==> src/rtl/shreg_ctrl_pkg.sv <==
// Shared definitions for the shift-register sequencer: state encodings,
// default sizes and the bit-counter width helper.
package shreg_ctrl_pkg;

    localparam int DEFAULT_WIDTH = 8;
    localparam int DEFAULT_DIV_W = 8;

    localparam logic [1:0] ST_IDLE    = 2'd0;
    localparam logic [1:0] ST_LOAD    = 2'd1;
    localparam logic [1:0] ST_SHIFT   = 2'd2;
    localparam logic [1:0] ST_CAPTURE = 2'd3;

    typedef enum logic [1:0] {
        S_IDLE    = ST_IDLE,
        S_LOAD    = ST_LOAD,
        S_SHIFT   = ST_SHIFT,
        S_CAPTURE = ST_CAPTURE
    } state_t;

    // Bit counter must be able to hold the value WIDTH itself.
    function automatic int cnt_width(input int width);
        return $clog2(width + 1);
    endfunction

endpackage

==> src/rtl/shreg_tick_div.sv <==
// Reloadable down-counter that sets the shift rate; tick is high while the
// count is zero, and the count parks at zero until the next reload.
module shreg_tick_div #(
    parameter int DIV_W = 8
) (
    input  logic             clk,
    input  logic             rst,
    input  logic             reload,
    input  logic [DIV_W-1:0] div,
    output logic             tick
);

    logic [DIV_W-1:0] count_q, count_d;

    // NOTE: every variable written here gets a default first, so no latch can be inferred.
    always_comb begin
        count_d = count_q;
        if (reload) begin
            count_d = div;
        end else if (count_q != '0) begin
            count_d = count_q - DIV_W'(1);
        end
    end

    // NOTE: state registers use non-blocking assignments only.
    always_ff @(posedge clk) begin
        if (rst) begin
            count_q <= '0;
        end else begin
            count_q <= count_d;
        end
    end

    assign tick = (count_q == '0);

endmodule

==> src/rtl/shreg_seq_ctrl.sv <==
// Sequencer for the universal shift register: load a tx byte, shift it WIDTH
// times at a programmable rate, then capture the register as the rx byte.
module shreg_seq_ctrl
    import shreg_ctrl_pkg::*;
#(
    parameter int WIDTH = DEFAULT_WIDTH,
    parameter int DIV_W = DEFAULT_DIV_W
) (
    input  logic             clk,
    input  logic             rst,
    input  logic             start_valid,
    output logic             start_ready,
    input  logic [WIDTH-1:0] tx_data,
    input  logic             msb_first,
    input  logic [DIV_W-1:0] div,
    input  logic             abort,
    output logic [WIDTH-1:0] reg_pdata,
    output logic             reg_load,
    output logic             reg_shr,
    output logic             reg_shl,
    input  logic [WIDTH-1:0] reg_q,
    output logic [WIDTH-1:0] rx_data,
    output logic             rx_valid,
    output logic             busy
);

    localparam int               CNT_W    = cnt_width(WIDTH);
    localparam logic [CNT_W-1:0] LAST_BIT = CNT_W'(WIDTH);

    state_t           state_q, state_d;
    logic [WIDTH-1:0] pdata_q, pdata_d, rx_q, rx_d;
    logic [DIV_W-1:0] div_q, div_d;
    logic [CNT_W-1:0] bit_q, bit_d;
    logic             msb_q, msb_d;
    logic             load_q, load_d, shr_q, shr_d, shl_q, shl_d;
    logic             rxv_q, rxv_d, busy_q, busy_d;

    logic             accept, counting, tick, fire;
    logic [DIV_W-1:0] reload_val;

    assign accept   = start_valid && (state_q == S_IDLE);
    assign counting = (state_q == S_LOAD) || (state_q == S_SHIFT);
    // The tick is decided one cycle ahead so the strobe itself can be registered.
    assign fire       = counting && tick && (bit_q < LAST_BIT) && !abort;
    assign reload_val = accept ? div : div_q;

    shreg_tick_div #(.DIV_W(DIV_W)) u_tick_div (
        .clk    (clk),
        .rst    (rst),
        .reload (accept || fire),
        .div    (reload_val),
        .tick   (tick)
    );

    always_comb begin
        state_d = state_q;
        pdata_d = pdata_q;
        rx_d    = rx_q;
        div_d   = div_q;
        msb_d   = msb_q;
        bit_d   = bit_q;
        load_d  = 1'b0;
        shr_d   = 1'b0;
        shl_d   = 1'b0;
        rxv_d   = 1'b0;

        unique case (state_q)
            S_IDLE: begin
                if (accept) begin
                    pdata_d = tx_data;
                    msb_d   = msb_first;
                    div_d   = div;
                    bit_d   = '0;
                    load_d  = 1'b1;
                    state_d = S_LOAD;
                end
            end
            S_LOAD: begin
                state_d = abort ? S_IDLE : S_SHIFT;
            end
            S_SHIFT: begin
                if (abort) begin
                    state_d = S_IDLE;
                end else if ((shr_q || shl_q) && (bit_q == LAST_BIT)) begin
                    state_d = S_CAPTURE;
                end
            end
            S_CAPTURE: begin
                rx_d    = reg_q;
                rxv_d   = 1'b1;
                state_d = S_IDLE;
            end
            default: state_d = S_IDLE;
        endcase

        if (fire) begin
            bit_d = bit_q + CNT_W'(1);
            shl_d = msb_q;
            shr_d = !msb_q;
        end
    end

    assign busy_d = (state_d != S_IDLE);

    // NOTE: rst is synchronous and clears every register, including the data holding registers.
    always_ff @(posedge clk) begin
        if (rst) begin
            state_q <= S_IDLE;
            pdata_q <= '0;
            rx_q    <= '0;
            div_q   <= '0;
            msb_q   <= 1'b0;
            bit_q   <= '0;
            load_q  <= 1'b0;
            shr_q   <= 1'b0;
            shl_q   <= 1'b0;
            rxv_q   <= 1'b0;
            busy_q  <= 1'b0;
        end else begin
            state_q <= state_d;
            pdata_q <= pdata_d;
            rx_q    <= rx_d;
            div_q   <= div_d;
            msb_q   <= msb_d;
            bit_q   <= bit_d;
            load_q  <= load_d;
            shr_q   <= shr_d;
            shl_q   <= shl_d;
            rxv_q   <= rxv_d;
            busy_q  <= busy_d;
        end
    end

    assign start_ready = (state_q == S_IDLE);
    assign reg_pdata   = pdata_q;
    assign reg_load    = load_q;
    assign reg_shr     = shr_q;
    assign reg_shl     = shl_q;
    assign rx_data     = rx_q;
    assign rx_valid    = rxv_q;
    assign busy        = busy_q;

endmodule

==> config.mk <==
export PLATFORM = sky130hd
export DESIGN_NAME = shreg_seq_ctrl
export DESIGN_NICKNAME = d
export VERILOG_FILES = /design/src/rtl/shreg_ctrl_pkg.sv /design/src/rtl/shreg_tick_div.sv /design/src/rtl/shreg_seq_ctrl.sv
export SDC_FILE = /design/constraint.sdc
export NUM_CORES = 1
export LEC_CHECK = 0
export CAP_MARGIN = 0
export CORE_ASPECT_RATIO = 0.5
export CORE_MARGIN = 5
export CORE_UTILIZATION = 45
export CTS_CLUSTER_SIZE = 40
export DETAILED_ROUTE_END_ITERATION = 7
export PLACE_DENSITY = 0.87
export SETUP_SLACK_MARGIN = 0.4
export SYNTH_ARGS = -nofsm -noshare
export SYNTH_HDL_FRONTEND = slang
export SYNTH_SLANG_ARGS = --single-unit
==> constraint.sdc <==
create_clock -name clk -period 2.6 [get_ports clk]
set_input_delay 0.65 -clock clk [delete_from_list [all_inputs] [get_ports clk]]
set_output_delay 0.65 -clock clk [all_outputs]
set_load 0.005 [all_outputs]
# Word level (Yosys, flattened, before mapping)
# Index checks and enable logic that the tools add are counted.
dict set report word_totals {
  register_bits 44
}
dict set report op_classes {
  n_addsub 2
  bitwise_logic 2
  n_eq_ne 4
  n_reduce_logical 21
  n_lt_le_gt_ge 1
  n_mux 13
}
# op count
set op_table {}
lappend op_table {{8-bit 2-to-1 mux} 3}
lappend op_table {{4-bit 2-to-1 mux} 3}
lappend op_table {{8-bit logical NOT} 1}
lappend op_table {{2-bit 2-to-1 mux} 4}
lappend op_table {{2-bit one-hot mux with 4 select lines} 1}
lappend op_table {{2-bit nonzero test} 4}
lappend op_table {{8-bit nonzero test} 1}
lappend op_table {{8-bit by 1-bit subtractor with 8-bit output (second input constant)} 1}
lappend op_table {{1-bit logical AND} 5}
lappend op_table {{4-bit by 1-bit adder with 4-bit output (second input constant)} 1}
lappend op_table {{2-bit equality test (second input constant)} 2}
lappend op_table {{4-bit equality test (second input constant)} 1}
lappend op_table {{4-bit < comparator (second input constant)} 1}
lappend op_table {{2-bit AND reduction} 2}
lappend op_table {{2-bit OR reduction} 2}
lappend op_table {{1-bit logical OR} 3}
lappend op_table {{2-bit by 1-bit equality test with 1-bit output (second input constant)} 1}
lappend op_table {{1-bit logical NOT} 2}
lappend op_table {{2-bit logical NOT} 1}
lappend op_table {{1-bit 2-to-1 mux} 2}
lappend op_table {{1-bit inverter} 2}

# Depth between registers and ports, before layout
# Gate-level depths: netlist of run 1.
dict set report logic_depth {
  ltp_word 7
  depth_mapped 7
  ltp_nobuf 6
}

# By module
# From an unflattened synthesis of run 1, not the netlist that was laid out.
dict set report hier_totals {
  hier_cells 204
  area_unflattened_um2 2030.7
}
# mod area_per_inst_um2 n_inst cells_each seq_area_each_um2
set modules_own_cells {}
lappend modules_own_cells {shreg_seq_ctrl 1555.2 1 151 720.7}
lappend modules_own_cells {shreg_tick_div 475.5 1 53 160.2}

# Least setup slack after synthesis of run 1
# OpenSTA, ideal clock, no wires.
dict set report synth_path {
  kind {register to register}
  startpoint {register state_q[0]}
  endpoint {register bit_q[2]}
  t_arrival_ns 1.745
  synth_period_minus_slack_ns 1.872
  path_stages_with_launch 8
  path_slack_ns 0.728
  required_time_ns 2.473
  setup_time_ns 0.127
  path_cell_list {dfxtp_1 -> inv_1 -> ha_1 -> nor3b_2 -> and3_1 -> buf_6 -> nor4b_1 -> or3_1}
}
dict set report synth_between {
  elab_chain_len 7
  word_cells_on_any_way 12
}
# element line_no
set synth_rtl {}
lappend synth_rtl {{start: declaration} shreg_seq_ctrl.sv:30} ;# state_t state_q, state_d;
lappend synth_rtl {{start signal: assignment} shreg_seq_ctrl.sv:120} ;# state_q <= state_d;
lappend synth_rtl {{2-bit by 1-bit equality test with 1-bit output or 2-bit equality test (tied branches)} shreg_seq_ctrl.sv:42} ;# assign counting = (state_q == S_LOAD) || (state_q == S_SHIFT);
lappend synth_rtl {{1-bit logical OR} shreg_seq_ctrl.sv:42}
lappend synth_rtl {{1-bit logical AND (3 in series)} shreg_seq_ctrl.sv:44} ;# assign fire = counting && tick && (bit_q < LAST_BIT) && !abort;
lappend synth_rtl {{2-bit nonzero test (no line)} --}
lappend synth_rtl {{2-bit AND reduction (no line)} --}
lappend synth_rtl {{end signal: assignment} shreg_seq_ctrl.sv:125} ;# bit_q <= bit_d;
lappend synth_rtl {{end: declaration} shreg_seq_ctrl.sv:33} ;# logic [CNT_W-1:0] bit_q, bit_d;
# Several ways; a longest one is shown, not always the timed one.
# A chain may end at the register's enable or synchronous reset.

# Worst setup path in the final report of run 1
dict set report layout_path {
  startpoint {register state_q[0]}
  endpoint {output port start_ready}
}
dict set report layout_between {
  elab_chain_len 1
}
# element line_no
set layout_rtl {}
lappend layout_rtl {{2-bit logical NOT} shreg_seq_ctrl.sv:134} ;# assign start_ready = (state_q == S_IDLE);
lappend layout_rtl {{end: declaration} shreg_seq_ctrl.sv:12} ;# output logic start_ready,
# No other way between the ends.

==> out/metrics.csv, run 1 <==
metric,value,unit
Nets,307,
Die Y,56.7,µm
CORE AREA,4040,µm²
synth unique cells,41,
largest net degree at the start of global routing,30,
Worst Tran Pin Value,0.543,ns
reg2reg path depth,6,
wire per inst,14.1,µm
pre-CTS setup slack,0.372,ns
Yosys top cell by area,dfxtp_1,
Die Footprint,5850,µm²
H-tree levels,2,
CP Launch Type,register,
Critical Path RT,1.95,ns
Synth area leaders,"dfxtp_1, nand2_1, a21oi_1, ha_1, mux2i_1",
number of flops mapped to enable cells by yosys,0,
buffer levels on the longest clock path,2,
hold endpoint,div_q[5]$_SDFFE_PP0N_,
Final ANT Viol Nets,0,
# hold bufs at CTS,0,
Mapped Nets,258,
fmax,466,MHz
Cells after Synth,220,
grt total ovfl,0,
max cap viols,0,
HP Start,div_q[5]$_SDFFE_PP0N_,
Clock transition at path regs,0.08,ns
Setup Buffers After CTS,0,
cell leakage power,0.938,nW
VDD IR max,0.254,mV
RSZ-0062 raised after global routing,false,
Critical R2R Launch,u_tick_div.count_q[0]$_SDFFE_PP0P_,
top cell type's share of synthesized area,0.450,
WP buf/inv,2,
multi-input combinational cell area,996,µm²
vias in the first global route,1684,
PD cells,619,nW/µm²
average cell area after synthesis,8.91,µm²
drt drc,0,
Post-synth top cells,"dfxtp_1, nand2_1, a21oi_1",
routed vias/inst,5.33,
register cell area after layout,883,µm²
CTS Buf Count,5,
final setup margin,0.453,ns
DR pass1 iterations,4,
Slew HR,0.638,
CTS Sinks,44,
fillcell total,325,
Period minus WS final,2.15,ns
"Seq/Total Area, Yosys",0.450,
fin crit share,0.826,
CTS tree,done,
n_diodes,0,
skew final,0.00503,ns
Syn-to-layout area delta,33.2,%
num ports,51,
Critical Path AT,1.50,ns
Hold Path Depth,2,
DRT iter0 DRCs,71,
r2r setup slk,0.50,ns
status,completed,
most frequent cell after synthesis,dfxtp_1,
"critical path fanouts, max",5,
Ys Warns,0,
Clock Latency Late Sink,0.30,ns
synthesized cell area,1960,µm²
standard-cell rows,16,
ys async rst share,0,
initial antenna violation count,0,
width of the die,103,µm
CP Launch Point,state_q[0]$_SDFF_PP0_,
max-slew violation count,0,
layout cell share with drive strength beyond 1,0.0815,
first-pass GRT wire length,7670,µm
Util after Layout,0.645,
slowest CP cell,clkdlybuf4s50_1,
Clock Tree Root,clkbuf_8,
setup TNS,0,ns
Starting Density,0.485,
max incr delay on CP,0.52,ns
GPL Wtd Cong,0.835,
DP HPWL,3330,µm
CP Cell Sequence,"inv_1, ha_1, clkdlybuf4s50_1",
"Primary FF master, synth",dfxtp_1,
via count,1727,
final setup vio count,0,
worst reg2reg path endpoint,bit_q[2]$_SDFFE_PP0P_,
worst hold path type,reg -> reg,
synthesized flop and latch total,44,
I/O Buffers,50,
final hold violations,0,
critical path's top delay family,buffers and inverters,
Global Route Usage Sum,0.165,
WS Path Type,reg -> out,
Crit. End Element,output pin,
WL final,4570,µm
-- kinds of logic after synthesis --
| family | Yosys count | synth area share |
|---|---|---|
| buffers and inverters | 18 | 0.0421 |
| AOI/OAI and AO/OA | 50 | 0.158 |
| DFF | 44 | 0.450 |
| adders and majority gates | 9 | 0.0575 |
| and+or+nand+nor | 88 | 0.238 |
| xor gates and xnor gates | 2 | 0.00894 |
| muxes | 9 | 0.0460 |
-- repair_timing --
action	in CTS	in global routing
resized for setup	0	2
hold endpoints to repair	0	0
setup endpoints to repair	0	1
-- where the power goes --
group,internal (W),total [W],leakage [nW],switching (W)
Combinational,0.000196,0.000381,0.533,0.000185
Sequential,0.000724,0.000784,0.361,0.0000609
Clock,0.000215,0.000451,0.0434,0.000236
Total,0.00113,0.00162,0.938,0.000481
-- stage by stage --
stage                     instances  hold WS (ns)  area [µm²]  power [W]
after floorplan                 220         0.416        1960    0.00104
after global placement          316         0.442        2510    0.00116
after detailed placement        316         0.452        2510    0.00117
after CTS                       324         0.463        2610    0.00162
after global routing            324         0.474        2610    0.00170
final                           324         0.460        2610    0.00162
-- cell usage in the layout, fill, tap and decap left out, types with 3 or more instances in the layout --
cell type,count
buf_4,3
mux2i_1,9
clkbuf_8,6
a211oi_1,4
nand2_1,41
dfxtp_1,42
ha_1,9
nand3_1,3
inv_1,6
a21oi_1,26
o21ai_0,5
nor3b_1,5
clkdlybuf4s50_1,50
nor2_1,18
nor4b_1,4
-- registers in the layout, indices dropped and copies added (netlist names) --
register            flops
bit_q                   4
busy                    1
div_q                   8
msb_q                   1
reg_load                1
reg_pdata               8
reg_shl                 1
reg_shr                 1
rx_data                 8
rx_valid                1
state_q                 2
u_tick_div.count_q      8
-- layer usage --
metal,share of wire,up-vias,global-route usage
met5,0,-,0
met3,0.044,5,0.0445
met4,0.0079,0,0.0701
met1,0.46,821,0.201
met2,0.49,32,0.272
li1,-,869,-
-- final cells by class --
| cell class | count | area share |
|---|---|---|
| Multi-Input combinational cell | 158 | 0.382 |
| Sequential cell | 44 | 0.338 |
| Timing Repair Buffer | 54 | 0.208 |
| Clock buffer | 6 | 0.0316 |
| Tap cell | 54 | 0.0259 |
| Inverter | 6 | 0.00863 |
| Clock inverter | 2 | 0.00575 |
-- worst min-delay path: stages (launching register included) --
cell and delay [ns]:
dfxtp_1 0.32, nand2_1 0.05, a21oi_1 0.05
-- worst max-delay path by stage --
stage	end	slack, ns	cells after the start
final	start_ready	0.45	3
after global routing	bit_q[2]$_SDFFE_PP0P_	0.40	6
after CTS	start_ready	0.42	3
after detailed placement	bit_q[2]$_SDFFE_PP0P_	0.37	5
after global placement	bit_q[2]$_SDFFE_PP0P_	0.43	5
after floorplan	bit_q[2]$_SDFFE_PP0P_	0.73	7
Power figures use the tool's default switching activity.
==> inputs of run 2 (changes only) <==
- CORE_UTILIZATION: 45 -> 43
- clock period: 2.6 -> 1.8 ns (I/O delays scaled with it)
==> out/metrics.csv, run 2 (synthesis gave the netlist of run 1 again) <==
metric,value,unit,change
DRT iter0 DRCs,153,,+120%
drt drc,0,,unchanged
Critical Path RT,2.02,ns,+0.07 ns
fillcell total,293,,-9.8%
Die Footprint,6090,µm²,+4.0%
"critical path fanouts, max",4,,-1
GPL Wtd Cong,0.862,,+3.2%
skew final,0.0137,ns,+0.00870 ns
num ports,51,,unchanged
VDD IR max,0.395,mV,+55%
fmax,589,MHz,
buffer levels on the longest clock path,2,,unchanged
# hold bufs at CTS,0,,unchanged
Placed Area,2600,µm²,+3.7%
Crit. End Element,register,,
Slew HR,0.712,,+0.0738
Period minus WS final,1.70,ns,
RSZ-0062 raised after global routing,true,,
Clock Latency Late Sink,0.30,ns,about the same
final setup vio count,0,,unchanged
register cell area after layout,905,µm²,+2.4%
H-tree levels,2,,unchanged
max-slew violation count,0,,unchanged
Syn-to-layout area delta,59.2,%,
cell leakage power,1.24,nW,+32%
Starting Density,0.445,,-0.0395
layout cell share with drive strength beyond 1,0.340,,+0.259
Worst Tran Pin Value,0.426,ns,-0.117 ns
width of the die,105,µm,+2.1%
first-pass GRT wire length,9880,µm,+29%
fin crit share,0.944,,
Clock transition at path regs,0.08,ns,about the same
DP HPWL,3700,µm,+11%
"commonest non-fill, non-tap cell in the layout",nand2_1,,
CTS tree,done,,
Clock Tree Root,clkbuf_8,,
Die Y,57.7,µm,+1.9%
DR pass1 iterations,4,,unchanged
WS Path Type,reg -> reg,,
via count,2075,,+20%
CP Launch Type,register,,
grt total ovfl,0,,unchanged
final hold violations,0,,unchanged
total power,0.00280,W,+74%
n_diodes,0,,unchanged
pre-CTS setup slack,-0.161,ns,-0.533 ns
Global Route Usage Sum,0.201,,+0.0369
final setup margin,0.101,ns,-0.353 ns
standard-cell rows,17,,+1
most frequent cells in the layout,"nand2_1, dfxtp_1, clkdlybuf4s50_1",,
CORE AREA,4400,µm²,+8.9%
status,completed,,
vias in the first global route,2081,,+24%
WL final,7020,µm,+54%
Nets,337,,+9.8%
I/O Buffers,50,,unchanged
multi-input combinational cell area,1240,µm²,+25%
initial antenna violation count,0,,unchanged
Final ANT Viol Nets,0,,unchanged
CTS Sinks,44,,unchanged
"non-filler cells, final",357,,+10%
routed vias/inst,5.81,,+9.0%
post-placement cell count,327,,+3.5%
max cap viols,0,,unchanged
Critical Path AT,1.91,ns,+0.41 ns
wire per inst,19.7,µm,+40%
largest net degree at the start of global routing,20,,-33%
post-route cell area,3120,µm²,+20%
worst hold path type,reg -> reg,,
PD cells,899,nW/µm²,+45%
CTS Buf Count,5,,unchanged
run 2: cell types whose count changed in the layout (fill, tap and decap cells not counted), sizes merged:
| cell | change |
|---|---|
| clkdlybuf4s50 | -23 |
| buf | +30 |
| dlygate4sd2 | +22 |
| clkinvlp | -2 |
| clkbuf | +2 |
| clkinv | +1 |
run 2: per-stage QoR:
stage	utilization	setup TNS (ns)	hold slack (ns)
after floorplan	-	0	0.416
after global placement	0.591	-0.291	0.418
after detailed placement	0.591	-0.645	0.438
after CTS	0.660	0	0.442
after global routing	0.708	0	0.462
final	0.708	0	0.450
run 2: final timing paths:
kind	startpoint	end	slack [ns]	cells past startpoint
setup / recovery	u_tick_div.count_q[0]$_SDFFE_PP0P_	u_tick_div.count_q[1]$_SDFFE_PP0P_	0.10	7
hold / removal	msb_q$_SDFFE_PP0P_	reg_shr$_SDFF_PP0_	0.45	1
setup reg to reg	u_tick_div.count_q[0]$_SDFFE_PP0P_	u_tick_div.count_q[1]$_SDFFE_PP0P_	0.10	7
hold reg to reg	msb_q$_SDFFE_PP0P_	reg_shr$_SDFF_PP0_	0.45	1
run 2: timing repair:
action | CTS | global route
setup endpoints to repair | 37 | 28
setup buffers | 14 | 8
resized for setup | 54 | 41
pin swaps | 9 | 16
run 2: per-layer routing:
metal / track usage / vias to the layer above / share of wire / wire (µm)
met5: 0 / - / 0 / 0
met4: 0.0972 / 0 / 0.037 / 258
met3: 0.0367 / 34 / 0.062 / 433
met1: 0.228 / 986 / 0.39 / 2770
li1: - / 930 / - / -
met2: 0.373 / 125 / 0.51 / 3570
run 2: critical path: stages, from the launching register on:
cell and delay (ns):
dfxtp_4 0.37, inv_4 0.07, ha_4 0.16, nor3b_4 0.29
buf_6 0.18, nand2_2 0.10, a211o_1 0.34, o22ai_2 0.11
run 2: area by class of cell:
cell class	count	share of cell area
timing repair buffer	84	0.245
sequential	44	0.290
clock buffer	7	0.0313
multi-input combinational	158	0.399
clock inverter	1	0.00160
inverter	6	0.0104
tap	57	0.0229
run 2: where the power goes:
group,switching (W),total (W),internal (W)
registers,0.0000991,0.00115,0.00105
logic,0.000469,0.000951,0.000482
clock network,0.000345,0.000702,0.000357
==> inputs of run 3 (changes only) <==
- CTS_BUF_LIST: not set -> sky130_fd_sc_hd__clkbuf_16
==> out/metrics.csv, run 3 (synthesis gave the netlist of run 1 again) <==
metric,value,unit,change
status,completed,,
reg2reg path depth,7,,unchanged
CP Cell Sequence,"inv_4, ha_4, nor3b_4, buf_4, nand3_4, nor4b_1, or3_1",,
H-tree levels,2,,unchanged
via count,2174,,+4.8%
Hold Slack,0.455,ns,+0.00568 ns
slowest CP cell,dfxtp_4,,
CTS Sinks,44,,unchanged
Starting Density,0.445,,unchanged
grt total ovfl,0,,unchanged
Critical Path AT,1.96,ns,+0.05 ns
Critical Path End,bit_q[2]$_SDFFE_PP0P_,,
GPL Wtd Cong,0.862,,unchanged
I/O Buffers,50,,unchanged
Global Route Usage Sum,0.217,,+0.0154
DP HPWL,3700,µm,unchanged
first-pass GRT wire length,10500,µm,+6.6%
WS Path Type,reg -> reg,,
routed vias/inst,5.99,,+3.0%
Worst Tran Pin Value,0.535,ns,+0.109 ns
layout cell share with drive strength beyond 1,0.337,,-0.00340
fin crit share,0.959,,+0.0150
Nets,343,,+1.8%
CTS Buf Count,5,,unchanged
switch share,0.313,,-0.0132
Final ANT Viol Nets,0,,unchanged
num ports,51,,unchanged
Critical R2R Launch,state_q[0]$_SDFF_PP0_,,
CTS tree,done,,
DR pass1 iterations,5,,+1
max incr delay on CP,0.38,ns,about the same
fmax,579,MHz,-1.6%
final hold violations,0,,unchanged
width of the die,105,µm,unchanged
CP Launch Type,register,,
Period minus WS final,1.73,ns,+0.0269 ns
PD cells,978,nW/µm²,+8.8%
CP Launch Point,state_q[0]$_SDFF_PP0_,,
Crit. End Element,register,,
Die Y,57.7,µm,unchanged
Logic pwr share,0.321,,-0.018
critical path depth,7,,unchanged
most frequent cells in the layout,"nand2_1, dfxtp_1, clkdlybuf4s50_1",,
worst hold path type,reg -> reg,,
Clk pwr share,0.311,,+0.061
WP buf/inv,2,,unchanged
cell leakage power,1.30,nW,+4.6%
internal power,0.00216,W,+14%
buffer levels on the longest clock path,2,,unchanged
DRT iter0 DRCs,118,,-23%
drt drc,0,,unchanged
largest net degree at the start of global routing,20,,unchanged
Syn-to-layout area delta,64.2,%,
WL final,7690,µm,+9.5%
sequential share of power,0.368,,-0.043
Psw,0.000983,W,+7.7%
Clock Tree Root,clkbuf_16,,
r2r setup slk,0.07,ns,-0.03 ns
skew final,0.00744,ns,-0.00628 ns
max-slew violation count,0,,unchanged
Critical Path RT,2.04,ns,+0.02 ns
Slew HR,0.638,,-0.0735
CORE AREA,4400,µm²,unchanged
VDD IR max,0.664,mV,+68%
"critical path fanouts, max",3,,-1
critical path's top delay family,simple AND/OR/NAND/NOR gates,,
Die Footprint,6090,µm²,unchanged
vias in the first global route,2153,,+3.5%
RSZ-0062 raised after global routing,true,,
wire per inst,21.2,µm,+7.7%
worst reg2reg path endpoint,bit_q[2]$_SDFFE_PP0P_,,
Clock Latency Late Sink,0.29,ns,about the same
max cap viols,0,,unchanged
setup TNS,0,ns,unchanged
initial antenna violation count,0,,unchanged
"commonest non-fill, non-tap cell in the layout",nand2_1,,
n_diodes,0,,unchanged
Clock transition at path regs,0.06,ns,-0.02 ns
standard-cell rows,17,,unchanged
final setup vio count,0,,unchanged
run 3: final cells by class:
| type | instances | area, µm² |
|---|---|---|
| Timing Repair Buffer | 90 | 828 |
| Clock buffer | 6 | 150 |
| Tap cell | 57 | 71.3 |
| Sequential cell | 44 | 903 |
| Clock inverter | 2 | 8.76 |
| Fill cell | 282 | 1190 |
| Inverter | 6 | 32.5 |
| Multi-Input combinational cell | 158 | 1220 |
run 3: layer usage:
| metal | GRT usage | vias up | part of all wire |
|---|---|---|---|
| met5 | 0 | - | 0 |
| met4 | 0.108 | 0 | 0.055 |
| met3 | 0.0423 | 47 | 0.081 |
| met2 | 0.393 | 138 | 0.47 |
| met1 | 0.249 | 1044 | 0.39 |
| li1 | - | 945 | - |
run 3: how the worst min path moves through the flow:
stage                             startpoint                 end  cells past startpoint  slack, ns
after floorplan           msb_q$_SDFFE_PP0P_  reg_shr$_SDFF_PP0_                      1       0.42
after global placement    msb_q$_SDFFE_PP0P_  reg_shr$_SDFF_PP0_                      1       0.42
after detailed placement  msb_q$_SDFFE_PP0P_  reg_shr$_SDFF_PP0_                      1       0.44
after CTS                 msb_q$_SDFFE_PP0P_  reg_shr$_SDFF_PP0_                      1       0.45
after global routing      msb_q$_SDFFE_PP0P_  reg_shr$_SDFF_PP0_                      1       0.48
final                     msb_q$_SDFFE_PP0P_  reg_shr$_SDFF_PP0_                      1       0.46
run 3: power by group through the flow:
stage / combinational (W) / sequential (W) / clock [W]
finish: 0.00101 / 0.00116 / 0.000978
global route: 0.00106 / 0.00116 / 0.00102
CTS: 0.000817 / 0.00114 / 0.000960
detailed placement: 0.000623 / 0.00116 / 0
global placement: 0.000587 / 0.00116 / 0
floorplan: 0.000391 / 0.00115 / 0
run 3: stage by stage:
| stage | utilization | worst slack [ns] | total power, W | area, µm² | instances |
|---|---|---|---|---|---|
| 3_3_place_gp | 0.591 | -0.131 | 0.00175 | 2600 | 327 |
| 5_1_grt | 0.731 | -0.0346 | 0.00324 | 3220 | 363 |
| 2_1_floorplan | - | 0.111 | 0.00154 | 2000 | 220 |
| 3_5_place_dp | 0.591 | -0.161 | 0.00179 | 2600 | 327 |
| 6_report | 0.731 | 0.0739 | 0.00315 | 3220 | 363 |
| 4_1_cts | 0.683 | 0.159 | 0.00292 | 3010 | 352 |
run 3: repair_timing:
action / CTS / global route
setup endpoints to repair: 37 / 29
buffers inserted: 17 / 11
pin swaps: 21 / 22
hold buffers: 0 / 0
gates resized for setup: 62 / 32
==> RTL change, RTL diff (settings of run 2) <==
Take the reset off `rx_q` and load it in a clocked block of its own.
--- a/src/rtl/shreg_seq_ctrl.sv
+++ b/src/rtl/shreg_seq_ctrl.sv
@@ -108,5 +108,4 @@
             state_q <= S_IDLE;
             pdata_q <= '0;
-            rx_q    <= '0;
             div_q   <= '0;
             msb_q   <= 1'b0;
@@ -120,5 +119,4 @@
             state_q <= state_d;
             pdata_q <= pdata_d;
-            rx_q    <= rx_d;
             div_q   <= div_d;
             msb_q   <= msb_d;
@@ -130,4 +128,8 @@
             busy_q  <= busy_d;
         end
+    end
+
+    always_ff @(posedge clk) begin
+        rx_q <= rx_d;
     end
 
Function: no difference found for any inputs over 10 cycles, from zero or initial values and one cycle with rst high; that may be too few to reach the edited logic, so the function may still have changed.
==> RTL change against run 2 <==
- design area is 7.0% lower
- power is 16% higher
- area after synthesis is 7.0% lower
- wire length is 23% lower
- setup slack better by 0.026 ns
- count of clock-buffer cells in the layout is 1 lower
- via count is 17% lower
- non-clock buffer count is 7 lower
- final cell count is 8.4% lower
- combinational power is 28% higher
- sequential cell count stayed put
- global-route usage is 2.7 points lower
- clock power is 13% higher
- critical endpoint unchanged
- largest cell class unchanged
- largest power group unchanged
- highest routed layer unchanged
==> RTL change: results (changes against run 2) <==
metric;value;unit;change
GPL Wtd Cong;0.911;;+5.7%
CP arrival;1.86;ns;-0.05 ns
Cells after Synth;195;;-11%
reg-to-reg startpoint;u_tick_div.count_q[1]$_SDFFE_PP0P_;;
Lkg Pwr;1.15;nW;-7.2%
status;completed;;
met2 routed WL;2780;microns;-22%
dominant delay contributor by cell family on the critical path;simple AND/OR/NAND/NOR gates;;
WL met3;394;microns;-9.0%
sequential-to-total area share from yosys stat;52.7;%;+7.8 points
fin cells;327;;-8.4%
global-route wire length before repair;7840;microns;-21%
met1 usage;20.2;%;-2.6 points
CP max stage delay;0.35;ns;-0.02 ns
most frequent cells after synthesis;nand2_1 (47), dfxtp_1 (36), a21oi_1 (22), ha_1 (9), nor2_1 (9);;
DP Wirelength;3380;microns;-8.7%
hold path depth;2;;+1
Post-DP Area;2510;sq um;-3.6%
Syn Nets;233;;-9.7%
Hold Slack;0.454;ns;+0.00458 ns
worst clock skew;0.0109;ns;-0.00281 ns
Worst Hold Path EP;reg_pdata[7]$_SDFFE_PP0P_;;
hold_sp;reg_pdata[7]$_SDFFE_PP0P_;;
Post-Place Cells;305;;-6.7%
DRT iter0 DRCs;91;;-41%
routing usage on met3;4.76;%;+1.1 points
[RTL change: changes by cell type after synthesis, moves of 6 or more]
| cell | change |
|---|---|
| dfxtp_1 | -8 |
| nand2_1 | +6 |
| mux2i_1 | -7 |
| nor2_1 | -9 |
| edfxtp_1 | +8 |
[RTL change: where the power goes]
group | total (mW) | leakage (nW) | internal (mW) | switching, mW
Clock | 0.792 | 0.0588 | 0.447 | 0.345
Combinational | 1.22 | 0.721 | 0.629 | 0.593
Sequential | 1.23 | 0.371 | 1.11 | 0.126
[RTL change: worst min-delay path, stage by stage (launching register included)]
cell and delay [ns]:
dfxtp_1 0.31, nand2_1 0.05, a21oi_1 0.05
[RTL change: stage by stage]
stage	total power, mW	setup WS [ns]	util, %	setup TNS (ns)
detailed placement	2.01	-0.151	62.7	-1.13
CTS	2.92	0.193	68.2	0
global route	3.37	0.0425	72.4	0
global placement	1.98	-0.0961	62.7	-0.373
finish	3.24	0.127	72.4	0
floorplan	1.75	0.190	-	0
[RTL change: cells by family (layout without fill, tap and decap cells)]
logic type                 after synthesis  count (layout)  synth area share, %
DFF                                     44              44                 52.7
and+or+nand+nor                         77              77                 20.3
xor gates and xnor gates                 4               4                 1.92
adders and majority gates                9               9                 6.18
muxes                                    3               3                 1.72
buffers and inverters                   14              92                 2.88
AOI/OAI and AO/OA                       44              44                 14.3
[RTL change: timing repair]
action | 4_1_cts | 5_1_grt
setup endpoints to repair | 51 | 34
pin swaps | 11 | 8
setup buffers | 8 | 6
gates cloned | 0 | 0
gates resized for setup | 51 | 32
[RTL change: final cells by class]
cell class | instances | area share (%)
clock inverters | 2 | 1.16
well taps | 54 | 2.33
repair buffers | 77 | 24.2
multi-input cells | 137 | 34.6
clock buffers | 6 | 2.85
flip-flops and latches | 44 | 33.7
inverters | 7 | 1.16
